### config.mk
export PLATFORM = sky130hd
export DESIGN_NAME = inst_loader
export DESIGN_NICKNAME = d
export VERILOG_FILES = /design/src/rtl/inst_loader.sv
export SDC_FILE = /design/constraint.sdc
export NUM_CORES = 1
export LEC_CHECK = 0
export ABC_CLOCK_PERIOD_IN_PS = 3550
export BUFFER_PORTS_ARGS = -buffer_cell sky130_fd_sc_hd__buf_2
export CORE_MARGIN = 2
export CORE_UTILIZATION = 57
export DETAILED_ROUTE_END_ITERATION = 6
export PLACE_DENSITY_LB_ADDON = 0.12
export SYNTH_ARGS = -nofsm -noshare
export SYNTH_HDL_FRONTEND = slang
export SYNTH_SLANG_ARGS = --single-unit
### constraint.sdc
create_clock -name clk -period 3.55 [get_ports clk]
set_input_delay 0.355 -clock clk [delete_from_list [all_inputs] [get_ports clk]]
set_output_delay 0.355 -clock clk [all_outputs]
set_load 0.005 [all_outputs]
### src/rtl/inst_loader.sv
// inst_loader: packs a length-prefixed byte stream into big-endian words and writes them to instruction memory.
// Optional XOR trailer check is compiled in with INST_LOADER_CHECKSUM_EN.
module inst_loader #(
  parameter int WORD = 32,
  parameter int ADDR = 16,
  parameter int BASE = 0
) (
  input  logic            clk,
  input  logic            reset,
  input  logic            rx_valid_i,
  input  logic [7:0]      rx_data_i,
  output logic            rx_ready_o,
  input  logic            start_i,
  output logic [ADDR-1:0] mem_a_o,
  output logic            mem_w_o,
  output logic [WORD-1:0] mem_d_o,
  output logic            stall_o,
  output logic            done_o,
  output logic            err_o
);
  typedef enum logic [2:0] {CNT_HI, CNT_LO, DATA, WRITE, CHK, DONE} state_t;
`ifdef INST_LOADER_CHECKSUM_EN
  localparam state_t TAIL = CHK;
`else
  localparam state_t TAIL = DONE;
`endif
  state_t state_q, state_d;
  logic [15:0] n_q, n_d, idx_q, idx_d;
  logic [1:0] byte_idx_q, byte_idx_d;
  logic [WORD-1:0] word_q, word_d, mem_d_q, mem_d_d;
  logic [ADDR-1:0] mem_a_q, mem_a_d;
  logic acc;
`ifdef INST_LOADER_CHECKSUM_EN
  logic [7:0] csum_q, csum_d;
  logic err_q, err_d;
  assign err_o   = err_q;
  assign stall_o = !done_o || err_q;
`else
  assign err_o   = 1'b0;
  assign stall_o = !done_o;
`endif
  assign rx_ready_o = state_q inside {CNT_HI, CNT_LO, DATA, CHK};
  assign acc        = rx_valid_i & rx_ready_o;
  assign mem_w_o    = state_q == WRITE;
  assign done_o     = state_q == DONE;
  assign mem_a_o    = mem_a_q;
  assign mem_d_o    = mem_d_q;
  always_comb begin
    state_d    = state_q;
    n_d        = n_q;
    idx_d      = idx_q;
    byte_idx_d = byte_idx_q;
    word_d     = word_q;
    mem_a_d    = mem_a_q;
    mem_d_d    = mem_d_q;
`ifdef INST_LOADER_CHECKSUM_EN
    csum_d     = acc && state_q != CHK ? csum_q ^ rx_data_i : csum_q;
    err_d      = err_q;
`endif
    case (state_q)
      CNT_HI: if (acc) begin
        n_d[15:8] = rx_data_i;
        state_d   = CNT_LO;
      end
      CNT_LO: if (acc) begin
        n_d[7:0] = rx_data_i;
        state_d  = {n_q[15:8], rx_data_i} != 16'd0 ? DATA : TAIL;
      end
      DATA: if (acc) begin
        word_d     = {word_q[WORD-9:0], rx_data_i};
        byte_idx_d = byte_idx_q + 2'd1;
        // address and data are latched here so they hold steady through WRITE and after it
        if (byte_idx_q == 2'd3) begin
          state_d = WRITE;
          mem_a_d = ADDR'(BASE) + ADDR'(idx_q);
          mem_d_d = word_d;
        end
      end
      WRITE: begin
        idx_d   = idx_q + 16'd1;
        state_d = idx_d == n_q ? TAIL : DATA;
      end
`ifdef INST_LOADER_CHECKSUM_EN
      CHK: if (acc) begin
        err_d   = rx_data_i != csum_q;
        state_d = DONE;
      end
`endif
      DONE: if (start_i) begin
        state_d = CNT_HI;
        idx_d   = '0;
`ifdef INST_LOADER_CHECKSUM_EN
        csum_d  = '0;
        err_d   = 1'b0;
`endif
      end
      default: state_d = CNT_HI;
    endcase
  end
  always_ff @(posedge clk or posedge reset) begin
    if (reset) begin
      state_q    <= CNT_HI;
      n_q        <= '0;
      idx_q      <= '0;
      byte_idx_q <= '0;
      word_q     <= '0;
      mem_a_q    <= '0;
      mem_d_q    <= '0;
`ifdef INST_LOADER_CHECKSUM_EN
      csum_q     <= '0;
      err_q      <= 1'b0;
`endif
    end else begin
      state_q    <= state_d;
      n_q        <= n_d;
      idx_q      <= idx_d;
      byte_idx_q <= byte_idx_d;
      word_q     <= word_d;
      mem_a_q    <= mem_a_d;
      mem_d_q    <= mem_d_d;
`ifdef INST_LOADER_CHECKSUM_EN
      csum_q     <= csum_d;
      err_q      <= err_d;
`endif
    end
  end
endmodule

# Word-level counts from Yosys, hierarchy flattened
# Cells that the tools add are included.
# word_totals
reg_bits,109
output_inout_bits,53
wordCells,44
in_bits,12
# op_classes
n_mux,10
n_bitwise,1
n_reduce_logical,11
n_eq_ne,12
n_addsub,2
# ops
operator,count
16-bit one-hot mux with 2 select lines,1
3-bit 2-to-1 mux,7
16-bit by 1-bit adder with 16-bit output (second input constant),1
16-bit equality test,1
16-bit 2-to-1 mux,1
16-bit nonzero test,1
3-bit one-hot mux with 5 select lines,1
2-bit != test (second input constant),4
2-bit AND reduction,4
3-bit by 2-bit equality test with 1-bit output (second input constant),2
3-bit equality test (second input constant),2
5-bit AND reduction,1
4-bit nonzero test,1
3-bit by 1-bit equality test with 1-bit output (second input constant),1
3-bit logical NOT,1
3-bit AND reduction,1
2-bit by 1-bit adder with 2-bit output (second input constant),1
2-bit equality test (second input constant),1
2-bit by 1-bit != test with 1-bit output (second input constant),1
2-bit nonzero test,1
1-bit bitwise AND,1
1-bit logical NOT,1

# Logic depth before layout (Yosys ltp)
# logic_depth
depth_word,5
mapped_depth,8
depth_no_buf,7

# Least setup slack after synthesis
# Ideal clock, no wire load.
# synth_timing
kind,flip-flop to flip-flop
start,register idx_q[0]
end,register state_q[1]
path_buffers,0
required_time_ns,3.431
arrival_time_ns,2.153
stages_incl_launch_ff,8
synth_period_minus_slack_ns,2.272
path_slack_ns,1.278
setup_ns,0.119
cell_sequence,dfrtp_1 > ha_1 > nand3_2 > or4_4 > xnor2_1 > o21ai_1 > a2111o_1 > o21a_1
# synth_between
elab_chain_len,4
# synth_rtl
item,line,rtl
from (decl),28,"logic [15:0] n_q, n_d, idx_q, idx_d;"
from (signal assigned),116,idx_q <= idx_d;
16-bit by 1-bit adder with 16-bit output,80,idx_d = idx_q + 16'd1;
16-bit equality test,81,state_d = idx_d == n_q ? TAIL : DATA;
3-bit 2-to-1 mux,81,
3-bit one-hot mux with 5 select lines,60,case (state_q)
to (signal assigned),114,state_q <= state_d;
to (decl),27,"state_t state_q, state_d;"
# Every way passes these cells.
# A chain may end at the register's enable or synchronous reset.

# Worst setup path after layout
# Ends and elaborated chain as after synthesis.

==> flow_results.org <==
** Critical path
- Among all stages on the critical path, the largest delay is contributed by dfrtp_1.
- Counting both buffers and inverters, the worst setup path holds a total of 0.
- The worst setup path is of the reg2reg kind.
- The largest single stage delay on the critical path is 510 ps.
- Maximum fanout count along the critical path :: 10
- STA classifies the critical path endpoint as a register.
- Kind of launch point of the worst setup path :: register
- Data arrival, critical path :: 2850 ps
- Required time reported for the critical path endpoint :: ~3800 ps
- Top Family by Delay on Critical Path :: simple AND/OR/NAND/NOR gates
- The signal on the critical path passes through ha_1 -> nand3_2 -> or4_4 -> xnor2_1 -> o21ai_1 -> a2111o_1 -> o21a_1.

** Global routing
- The via count of the first global-routing pass was 3045.
- First-pass GRT wire length :: between 15 and 20 mm
- Final global-route overflow total :: 0
- Number of antenna violations at the first check in global routing :: 0
- Overall Global Routing Usage :: 0.216
- Pin count of the biggest net entering global routing :: 52

** Synth
- Synthesized netlist net count :: 408
- Synthesis warning total :: 0
- The average instance in the mapped netlist occupies 12.6 sq um.
- Flops & latches, synth :: 109
- Share of flip-flops with an asynchronous set or reset :: 1.00
- Count of unique library cells instantiated by Yosys :: 54
- Cell count after synthesis :: 394
- The share of the Yosys chip area taken by registers is 0.551.
- Cells taking the most area after synthesis :: dfrtp_1 55%, mux2_2 20%, o21ai_0 2.2%
- Among all flip-flop cells after synthesis, the most frequent one is dfrtp_1.
- Cell taking the most area after synthesis :: dfrtp_1
- Of the post-synthesis cell area, the dominant cell type holds 0.551.
- The synthesized netlist occupies a cell area of 0.00495 sq mm.
- In this run, synthesis inferred 0 flip-flops with an integrated enable.

** Place
- After detailed placement, the design holds a cell count of ~540.
- Prior to clock tree synthesis, the placed netlist has a worst setup slack of between 1000 and 1500 ps.
- During placement, the flow inserted port buffers numbering 63.
- Detailed placement finished with a half-perimeter wire length of 6.86 mm.
- The congestion estimate from routability-driven global placement came to 0.860.

** Drt
- Average wire per cell in the routed design :: 17.4 microns
- After detailed routing, the number of vias per cell comes to 5.86.
- Total wire length :: ~10 mm
- The first routing iteration left approximately 180 violations.
- In this run the remaining antenna-violating nets after routing total 0.
- First-pass detailed-route iteration total :: 4
- Residual DRC count :: 0
- Detailed routing inserted a total of 3274 vias.

** Finish
- Leaving out fill and tap cells, the most frequent cell in the layout is dfrtp_1.
- Antenna diode count :: 0
- The top cell types in the final layout, fill and taps aside, are 109 x dfrtp_1, 87 x mux2_2, 63 x buf_2.
- Share of layout cells above drive strength 1 :: 0.405
- Final Non-Filler Cells :: 559
- The net count of the finished layout is 463.
- Relative to the synthesized area, the layout overhead comes to 11.4%.

** Timing
- Post-Route Hold Slack :: 61.4 ps
- Skew final :: 7.56 ps
- Number of max-slew violations in the final report :: 0
- Final critical-path setup slack :: 969 ps
- Setup repair after global routing missed its margin :: false
- Min cycle time layout :: approximately 2600 ps
- Part of the cycle the worst path needs :: 0.727
- Highest clock rate :: ~390 MHz
- Number of setup violations in the final report :: 0
- Adding up every negative setup slack in the final design gives 0 ps.
- Relative slew slack :: 0.459
- Worst-Margin Slew :: 805 ps
- The number of hold-slack violations in the final timing report is 0.

** Pwr
- Power density relative to cell area :: 794 mW/mm^2
- Peak VDD IR :: about 0.41 mV
- In this run the static leakage power is 2.55 nW.

** Run
- Max_cap viols :: 0

** Clock network
- TritonCTS Buffers :: 9
- The clock reaches the later pin of the worst-skew pair after 370 ps.
- The clock tree synthesis step divided the H-tree into 3 levels.
- Maximum clock insertion buffer count :: 2
- Sink count of the clock tree :: 109
- After clock tree synthesis, the flow added hold-fix buffers numbering 0.
- Post-CTS resize count :: 0
- Post-CTS clock slew at the launch and capture registers of the worst setup and hold paths :: 110 ps
- Clock tree from TritonCTS :: done
- Setup repair bufs after CTS :: 0
- CTS root buffer :: clkbuf_8

** Floorplanning
- Die outline area :: 0.00944 sq mm
- Standard cell core area :: 0.00830 sq mm
- The floorplan has 33 rows.
- Initial core utilization :: 0.596
- The die is 97.2 microns tall.
- Die Width :: 97.2 microns
- During I/O placement, the number of pins put on the boundary was between 60 and 70.

** Hold path
- Tightest Hold Check Type :: in2async

** Run status
- Outcome :: finished clean
## synth_stat cells, types with 2 or more instances
cell type / n
nand3_1: 8
o2111ai_1: 3
ha_1: 2
clkbuf_1: 11
buf_6: 2
nand2_1: 19
dfrtp_1: 109
xnor2_1: 12
a21oi_1: 5
nor3_1: 2
o21ai_0: 22
o21ai_1: 3
buf_1: 2
nor3b_1: 2
buf_2: 6
xor2_1: 8
a31oi_1: 7
and3_1: 3
nand3b_1: 3
inv_1: 5
nor2_1: 12
nor4_1: 8
o31ai_1: 7
mux2_2: 87
buf_4: 3
o21a_1: 3
nor2b_1: 2
o41ai_1: 2
nand4_1: 4
nand2b_1: 5
a21o_1: 4
## sequential cells by signal, indices dropped and copies added (netlist names)
name        flops
mem_a_o        16
byte_idx_q      2
n_q            16
mem_d_o        32
idx_q          16
word_q         24
state_q         3
## power by group
group          internal, W  total (W)  switching [W]
Clock             0.000296   0.000743       0.000447
Combinational     0.000853    0.00146       0.000610
Sequential         0.00177    0.00217       0.000404
## worst reg2reg max path: stages, from the launching register on
cell and delay [ps]:
dfrtp_1 510, ha_1 300, nand3_2 250, or4_4 520, xnor2_1 200, o21ai_1 90
a2111o_1 430, o21a_1 190
## area by class of cell
type                            count  area [sq um]
Timing Repair Buffer               69           360
Inverter                            6          25.0
Fill cell                         675          2790
Sequential cell                   109          2730
Multi-Input combinational cell    254          2070
Clock inverter                      6          60.1
Tap cell                          105           131
Clock buffer                       10           138
## per-layer routing
metal / track usage / wire [microns] / vias to the layer above
met3: 0.0489 / 508 / 9
met1: 0.338 / 4840 / 1636
met5: 0 / 0 / -
met4: 0.0628 / 98 / 0
li1: - / - / 1542
met2: 0.301 / 4280 / 87
## path summary, 6_finish.rpt
check	slack, ps	cells past startpoint	from	endpoint
worst max-delay path	970	7	idx_q[0]	state_q[1]
worst min register to register	480	1	byte_idx_q[0]	byte_idx_q[0]
worst max register to register	970	7	idx_q[0]	state_q[1]
worst min-delay path	60	2	reset	mem_d_o[4]
max in group asynchronous	2650	3	reset	mem_a_o[4]
min in group clk	320	2	rx_data_i[0]	mem_d_o[0]
## kinds of logic (layout without fill, tap and decap cells)
logic type,Yosys count,after routing,synth area share
DFF,109,109,0.551
and+or+nand+nor,80,80,0.0956
AOI/OAI and AO/OA,64,64,0.0830
other,1,1,0.000758
buffers and inverters,31,91,0.0306
adders and majority gates,2,2,0.00506
xor gates and xnor gates,20,20,0.0354
muxes,87,87,0.198
## stage by stage
stage	power, W	instance area (sq um)	utilization
finish	0.00438	5510	0.664
global route	0.00470	5510	0.664
CTS	0.00442	5510	0.664
detailed placement	0.00368	5310	0.640
global placement	0.00361	5310	0.640
floorplan	0.00315	4950	-
(Power assumes the default switching activity.)
